<file path="config.mk">
export PLATFORM = sky130hd
export DESIGN_NAME = multi_channel_mixer
export DESIGN_NICKNAME = d
export VERILOG_FILES = /design/src/rtl/multi_channel_mixer.sv
export SDC_FILE = /design/constraint.sdc
export NUM_CORES = 1
export LEC_CHECK = 0
export CORE_ASPECT_RATIO = 1.25
export CORE_MARGIN = 2
export CORE_UTILIZATION = 49
export DETAILED_ROUTE_END_ITERATION = 10
export GPL_TIMING_DRIVEN = 0
export HOLD_SLACK_MARGIN = 0.1
export PLACE_DENSITY = 0.81
export SLEW_MARGIN = 10
export SYNTH_ARGS = -nofsm -noshare
export SYNTH_HDL_FRONTEND = slang
export SYNTH_SLANG_ARGS = --single-unit
</file>
<file path="constraint.sdc">
create_clock -name clk -period 3.9 [get_ports clk]
set_input_delay 0.39 -clock clk [delete_from_list [all_inputs] [get_ports clk]]
set_output_delay 0.39 -clock clk [all_outputs]
set_load 0.05 [all_outputs]
</file>
<file path="src/rtl/multi_channel_mixer.sv">
// N-channel serial mixer: captures one sample per channel, attenuates, accumulates, normalises, writes to FIFO.
// Optional sticky clip flag (i_clip_clr / o_clip) enabled by defining MIXER_CLIP_DETECT_EN.
module multi_channel_mixer #(
  parameter int unsigned DATA_WIDTH = 16,
  parameter int unsigned NUM_CH     = 4,
  parameter int unsigned ATT_WIDTH  = 3
) (
  input  logic                             clk,
  input  logic                             reset,
  input  logic                             i_dv_from_eff,
  input  logic [NUM_CH*DATA_WIDTH-1:0]     i_data,
  input  logic [NUM_CH-1:0]                i_ch_en,
  input  logic [NUM_CH*ATT_WIDTH-1:0]      i_atten,
  input  logic                             i_mode,
  input  logic                             i_fifo_full,
  output logic                             o_read_ready,
  output logic                             o_read_done,
  output logic                             o_data_valid,
  output logic [DATA_WIDTH-1:0]            o_data
`ifdef MIXER_CLIP_DETECT_EN
  ,
  input  logic                             i_clip_clr,
  output logic                             o_clip
`endif
);

  localparam int unsigned CNT_W = $clog2(NUM_CH);
  localparam int unsigned IDX_W = (CNT_W == 0) ? 1 : CNT_W;
  localparam int unsigned ACC_W = DATA_WIDTH + CNT_W + 1;

  localparam logic signed [ACC_W-1:0] SAT_MAX = {{(CNT_W+2){1'b0}}, {(DATA_WIDTH-1){1'b1}}};
  localparam logic signed [ACC_W-1:0] SAT_MIN = {{(CNT_W+2){1'b1}}, {(DATA_WIDTH-1){1'b0}}};

  typedef enum logic [1:0] {
    S_IDLE = 2'd0,
    S_ACC  = 2'd1,
    S_NORM = 2'd2,
    S_OUT  = 2'd3
  } state_t;

  state_t state, state_nxt;

  logic signed [DATA_WIDTH-1:0] ch_q  [NUM_CH];
  logic        [ATT_WIDTH-1:0]  att_q [NUM_CH];
  logic        [NUM_CH-1:0]     en_q;
  logic                         mode_q;
  logic        [IDX_W-1:0]      idx;
  logic signed [ACC_W-1:0]      acc;

  logic                         capture;
  logic                         acc_en;
  logic                         norm_ld;
  logic                         wr;
  logic signed [DATA_WIDTH-1:0] shifted;
  logic signed [ACC_W-1:0]      term;
  logic signed [ACC_W-1:0]      acc_scaled;
  logic                         over;
  logic                         under;
  logic        [DATA_WIDTH-1:0] norm_val;

  // State register
  always_ff @(posedge clk or negedge reset) begin
    if (!reset) state <= S_IDLE;
    else        state <= state_nxt;
  end

  // Next-state and control strobes
  always_comb begin
    state_nxt = state;
    capture   = 1'b0;
    acc_en    = 1'b0;
    norm_ld   = 1'b0;
    wr        = 1'b0;
    case (state)
      S_IDLE: begin
        if (i_dv_from_eff) begin
          capture   = 1'b1;
          state_nxt = S_ACC;
        end
      end
      S_ACC: begin
        acc_en = 1'b1;
        if (idx == IDX_W'(NUM_CH - 1)) state_nxt = S_NORM;
      end
      S_NORM: begin
        norm_ld   = 1'b1;
        state_nxt = S_OUT;
      end
      S_OUT: begin
        if (!i_fifo_full) begin
          wr        = 1'b1;
          state_nxt = S_IDLE;
        end
      end
      default: state_nxt = S_IDLE;
    endcase
  end

  // Attenuated contribution of the current channel (arithmetic shift floors toward -inf)
  always_comb begin
    shifted = ch_q[idx] >>> att_q[idx];
    term    = en_q[idx] ? ACC_W'(shifted) : '0;
  end

  // Normalisation: clamp in saturating mode, divide by 2^CNT_W in scaled mode
  always_comb begin
    acc_scaled = acc >>> CNT_W;
    over       = (acc > SAT_MAX);
    under      = (acc < SAT_MIN);
    if (mode_q) begin
      if (over)       norm_val = DATA_WIDTH'(SAT_MAX);
      else if (under) norm_val = DATA_WIDTH'(SAT_MIN);
      else            norm_val = DATA_WIDTH'(acc);
    end else begin
      norm_val = DATA_WIDTH'(acc_scaled);
    end
  end

  // Frame capture and serial accumulation
  always_ff @(posedge clk or negedge reset) begin
    if (!reset) begin
      acc    <= '0;
      idx    <= '0;
      en_q   <= '0;
      mode_q <= 1'b0;
      for (int k = 0; k < int'(NUM_CH); k++) begin
        ch_q[k]  <= '0;
        att_q[k] <= '0;
      end
    end else if (capture) begin
      acc    <= '0;
      idx    <= '0;
      en_q   <= i_ch_en;
      mode_q <= i_mode;
      for (int k = 0; k < int'(NUM_CH); k++) begin
        ch_q[k]  <= i_data[k*DATA_WIDTH +: DATA_WIDTH];
        att_q[k] <= i_atten[k*ATT_WIDTH +: ATT_WIDTH];
      end
    end else if (acc_en) begin
      acc <= acc + term;
      idx <= (idx == IDX_W'(NUM_CH - 1)) ? '0 : idx + IDX_W'(1);
    end
  end

  // Registered handshake and result outputs
  always_ff @(posedge clk or negedge reset) begin
    if (!reset) begin
      o_read_ready <= 1'b0;
      o_read_done  <= 1'b0;
      o_data_valid <= 1'b0;
      o_data       <= '0;
    end else begin
      o_read_ready <= (state_nxt == S_IDLE);
      o_read_done  <= capture;
      o_data_valid <= wr;
      if (norm_ld) o_data <= norm_val;
    end
  end

`ifdef MIXER_CLIP_DETECT_EN
  // Sticky clip flag; a set on the NORM edge beats a simultaneous clear
  always_ff @(posedge clk or negedge reset) begin
    if (!reset)                             o_clip <= 1'b0;
    else if (norm_ld && mode_q && (over || under)) o_clip <= 1'b1;
    else if (i_clip_clr)                    o_clip <= 1'b0;
  end
`endif

endmodule

</file>
# Word-level counts from Yosys, hierarchy flattened
# Index checks and enable logic that the tools add are counted.
[op_classes] n_mux=27 magnitude_cmp=4 bitwise_logic=1 shifts=1 eq_ne=4 n_reduce_logical=3 n_addsub=2
[ops] operator="$mux W16" n=5
[ops] operator="$mux W19" n=3
[ops] operator="$bmux W16 S2" n=1
[ops] operator="$add A19 B19 Y19" n=1
[ops] operator="$gt A19 B16 Y1 const B" n=1
[ops] operator="$lt A19 B16 Y1 const B" n=1
[ops] operator="$sshr A16 B3 Y16" n=1
[ops] operator="$mux W2" n=6
[ops] operator="$pmux W2 S4" n=1
[ops] operator="$mux W1" n=7
[ops] operator="$bmux W3 S2" n=1
[ops] operator="$eq A2 B2 Y1 const B" n=3
[ops] operator="$mux W3" n=2
[ops] operator="$logic_not A2 Y1" n=2
[ops] operator="$ge A3 B3 Y1 const B" n=1
[ops] operator="$lt A2 B3 Y1 const B" n=1
[ops] operator="$not A2 Y3" n=1
[ops] operator="$add A2 B1 Y2 const B" n=1
[ops] operator="$bmux W1 S2" n=1
[ops] operator="$eq A2 B1 Y1 const B" n=1
[ops] operator="$reduce_bool A2 Y1" n=1
[word_totals] inputBits=85 ff_bits=123 output_inout_bits=19 elab_cells=59

# Depth between registers and ports, before layout
[depth] ltp_word=9 mapped_depth=17 depth_no_buf=15

# Worst setup path before layout
# OpenSTA, ideal clock, no wires.
[synth_timing] path_kind="register to register" from="reg idx[0]" to="reg acc[16]" slack_ps=-155 setup_ps=137 required_ps=3763 path_buffers=3 period_less_slack_ps=4055 stages_incl_launch_ff=18 t_arrival_ps=3919 cell_sequence="dfrtp_1 buf_2 buf_4 buf_4 mux4_2 mux2i_1 mux2i_1 mux2i_1 nor2_1 ha_1 fa_1 a21o_1 a221o_1 or4_4 a21oi_2 o21ai_1 xnor2_1 o21ai_0"
[synth_between] elab_chain_cells=9 word_cells_on_any_way=14 classes_between="add/sub: 1; shift: 1; mux: 11; bitwise: 1"
[synth_lines] item="start, declared" line_no="47" text="logic [IDX_W-1:0] idx;"
[synth_lines] item="start signal, assigned" line_no="141" text="idx <= (idx == IDX_W'(NUM_CH - 1)) ? '0 : idx + IDX_W'(1);"
[synth_lines] item="$not A2 Y3 (implied by the code)" line_no="101" text="shifted = ch_q[idx] >>> att_q[idx];"
[synth_lines] item="$bmux W16 S2 or $bmux W3 S2 (tied branches)" line_no="101"
[synth_lines] item="$mux W16 (implied by the code) or $mux W3 (tied branches) (2 in a row)" line_no="101"
[synth_lines] item="$sshr A16 B3 Y16" line_no="101"
[synth_lines] item="$mux W19 *" line_no="102" text="term = en_q[idx] ? ACC_W'(shifted) : '0;"
[synth_lines] item="$add A19 B19 Y19 *" line_no="140" text="acc <= acc + term;"
[synth_lines] item="$mux W19 *" line_no="139" text="end else if (acc_en) begin"
[synth_lines] item="$mux W19 *" line_no="130" text="end else if (capture) begin"
[synth_lines] item="end signal, assigned" line_no="140"
[synth_lines] item="end, declared" line_no="48" text="logic signed [ACC_W-1:0] acc;"
# Mark *: on every way between the ends. The rest lies on a longest branch, timed or not. The select of a mux whose other input is x is not followed.
# A chain may end at the register's enable or synchronous reset.

# Worst setup path in the final report
# Ends and elaborated chain as after synthesis.

==> results.md <==
- Avg Cell Area, Syn: roughly 12 µm²
- PnR worst setup slack: -0.244 ns
- Failing checks: negative setup slack
- Initial drt markers: ~190
- Slew Limit Fails: 0
- Net Count, Synth: ~660
- Number of diodes: 0
- Fillers: 939
- First-pass GRT wire length: 27000 µm
- Critical path capture point type: register
- Status: finished, violations left
- Placement Setup Slack: -0.551 ns
- Total routed wirelength: about 17000 µm
- Congestion Overflow GR: 0
- Synth async-reset ratio: 1.00
- Rel. slew slack: 0.527
- Final period util: 1.06
- DR WL/cell: roughly 19 µm
- Vias in the first global route: approximately 5500
- Die Footprint: roughly 14000 µm²
- Syn-to-layout area delta: 34.2%
- Layout Nets: ~800
- Routed Antenna Nets: 0
- Worst Tran Pin Value: between 0.7 and 0.8 ns
- Dominant synthesized flop cell: dfrtp_1
- Hold Path Class: primary input to async pin
- # clock sinks: ~120
- Synth Warn #: 0
- H-tree lvl count: 4
- Largest net degree at the start of global routing: 75
- Post-synth EDFFs: 0
- Synth Cell Area: between 6000 and 7000 µm²
- CP Launch Type: register
- Post-synthesis sequential area ratio: 0.471
- Initial antenna violation count: 0
- Fin crit period: 4.14 ns
- DRC: 0
- Clk_lat worst skew: 0.42 ns
- CTS max path bufs: 2
- Crit path DAT: 4.42 ns
- Dpl hpwl: 11800 µm
- Core area: 13100 µm²
- Total CTS buffers: 17
- Synthesized instance count: between 500 and 600
- Routability Congestion: about 0.93
- WS Path Type: register to register
- GRT Total Usage: 0.245
- RSZ-0062 raised after global routing: yes
- Setup_tns: -0.910 ns
- Clock Skew: between 0.01 and 0.015 ns
- I/O pin total: approximately 100
- Initial Util: 0.498
- CTS tree: done
- Hold Vio Cnt, Final: 0
- Vias after detailed routing: around 5000
- Die Width: between 100 and 150 µm
- Fmax: about 240 MHz
- Vias per cell: around 5.7
- Clock root buffer: clkbuf_16
- Critical Path Fanout Max: 8
- Chip height: approximately 130 µm
- Final setup vio count: 6
- Clk slew on worst S/H paths: around 0.060 ns
- Share of post-route cells with drive strength above 1: 0.269
- Max cap viols: 0
- Worst Hold Slack: approximately 0.48 ns
- I/O Buffers: around 100
- #FFs+latches synth: about 120
- Count of different cell masters after synthesis: 47
- Cell Rows: 47
- Pre-Repair DR Iteration Count: 5
- CP required: 4.17 ns
==> Yosys cell counts (4+ instances only) <==
cell | number | share of area
o31ai_1 | 20 | 0.023
buf_2 | 7 | 0.0054
mux4_2 | 19 | 0.066
nand2b_1 | 5 | 0.0048
buf_4 | 4 | 0.0046
nand3_1 | 5 | 0.0038
o21ai_1 | 4 | 0.0031
a21oi_1 | 31 | 0.024
nor2b_1 | 4 | 0.0038
nor2_1 | 42 | 0.024
xnor2_1 | 10 | 0.013
nand2_1 | 50 | 0.029
o22ai_1 | 14 | 0.013
ha_1 | 19 | 0.036
clkbuf_1 | 22 | 0.013
xor2_1 | 7 | 0.0094
o21ai_0 | 15 | 0.011
dfrtp_1 | 123 | 0.47
mux2_2 | 85 | 0.15
mux2i_1 | 33 | 0.051
a211oi_1 | 4 | 0.0046
==> kinds of logic (layout without fill, tap and decap cells) <==
| group | after synthesis | in the layout | share of synthesized area |
|---|---|---|---|
| mux | 137 | 137 | 0.263 |
| flops | 123 | 123 | 0.471 |
| simple gates | 118 | 118 | 0.0782 |
| compound gates | 104 | 104 | 0.101 |
| buf+inv | 37 | 188 | 0.0249 |
| fa+ha+maj | 20 | 20 | 0.0395 |
| xor+xnor | 17 | 17 | 0.0228 |
==> flip-flops by register name, indices dropped and copies added (netlist names) <==
signal        cells
ch_q             64
acc              19
o_data           16
att_q            12
en_q              4
idx               2
state             2
mode_q            1
o_data_valid      1
o_read_done       1
o_read_ready      1
==> final timing paths <==
path	from	endpoint	slack [ns]	depth (start not counted)
worst max register to register	idx[0]$_DFFE_PN0P_	acc[16]$_DFFE_PN0P_	-0.24	17
worst min register to register	o_data[13]$_DFFE_PN0P_	o_data[13]$_DFFE_PN0P_	0.48	2
min in group clk	o_data[13]$_DFFE_PN0P_	o_data[13]$_DFFE_PN0P_	0.48	2
worst min-delay path	reset	o_data[15]$_DFFE_PN0P_	0.48	2
worst max-delay path	idx[0]$_DFFE_PN0P_	acc[16]$_DFFE_PN0P_	-0.24	17
max in group asynchronous	reset	ch_q[17]$_DFFE_PN0P_	2.71	3
==> per-layer routing <==
layer / routed length [µm] / share of wire / vias to the layer above / global-route usage
met5: 0 / 0 / - / 0
met2: 9070 / 0.55 / 187 / 0.441
met3: 763 / 0.046 / 47 / 0.0468
met1: 6200 / 0.37 / 2493 / 0.274
li1: - / - / 2319 / -
met4: 601 / 0.036 / 0 / 0.121
==> placed cells by master (no fill, tap or decap), drive strengths merged, types with 2 or more instances in the layout <==
master / synthesis / final
a21oi: 32 / 32
clkdlybuf4s50: 0 / 102
buf: 12 / 27
nor2b: 4 / 4
nand2: 50 / 50
clkinv: 0 / 3
ha: 19 / 19
bufinv: 0 / 4
nand2b: 5 / 5
o22ai: 14 / 14
mux4: 19 / 19
nor2: 42 / 42
nor3: 2 / 2
nand3: 5 / 5
mux2: 85 / 85
xnor2: 10 / 10
xor2: 7 / 7
nor3b: 2 / 2
a31oi: 2 / 2
o31ai: 20 / 20
a211oi: 4 / 4
and3: 2 / 2
a21o: 2 / 2
clkbuf: 22 / 41
inv: 3 / 9
mux2i: 33 / 33
a311oi: 2 / 2
dfrtp: 123 / 123
o21ai: 19 / 19
==> repair_timing <==
item	4_1_cts	5_1_grt
buffers inserted	12	3
setup endpoints to repair	9	10
pin swaps	13	13
resized for setup	16	19
hold buffers	1	0
endpoints found under the hold margin	49	0
==> layout make-up <==
| cell class | instances | area, µm² | share of cell area |
|---|---|---|---|
| Tap cell | 171 | 214 | 0.0244 |
| Clock inverter | 14 | 209 | 0.0238 |
| Buffer | 33 | 186 | 0.0213 |
| Clock buffer | 18 | 429 | 0.0490 |
| Timing Repair Buffer | 120 | 1190 | 0.136 |
| Inverter | 3 | 11.3 | 0.00129 |
| Sequential cell | 123 | 3080 | 0.351 |
| Multi-Input combinational cell | 396 | 3440 | 0.392 |
==> metrics by stage <==
stage          cell area (µm²)   util  cells
3_3_place_gp              7800  0.595    830
5_1_grt                   8760  0.668    878
2_1_floorplan             6560      -    556
6_report                  8760  0.668    878
3_5_place_dp              7830  0.597    831
4_1_cts                   8650  0.660    875
==> critical path: stages, from the launching register on <==
cell	delay, ns
dfrtp_1	0.36
buf_6	0.14
buf_12	0.14
buf_12	0.13
mux4_2	0.54
mux2i_2	0.20
mux2i_2	0.13
mux2i_1	0.15
nor2_1	0.06
ha_2	0.21
fa_2	0.36
a21o_1	0.21
a221o_1	0.35
or4_4	0.48
a21oi_4	0.21
o21ai_2	0.08
xnor2_1	0.16
o21ai_1	0.09
Power is not shown: default switching activity piles up to over one toggle a cycle in this logic, so the estimate is an artifact.
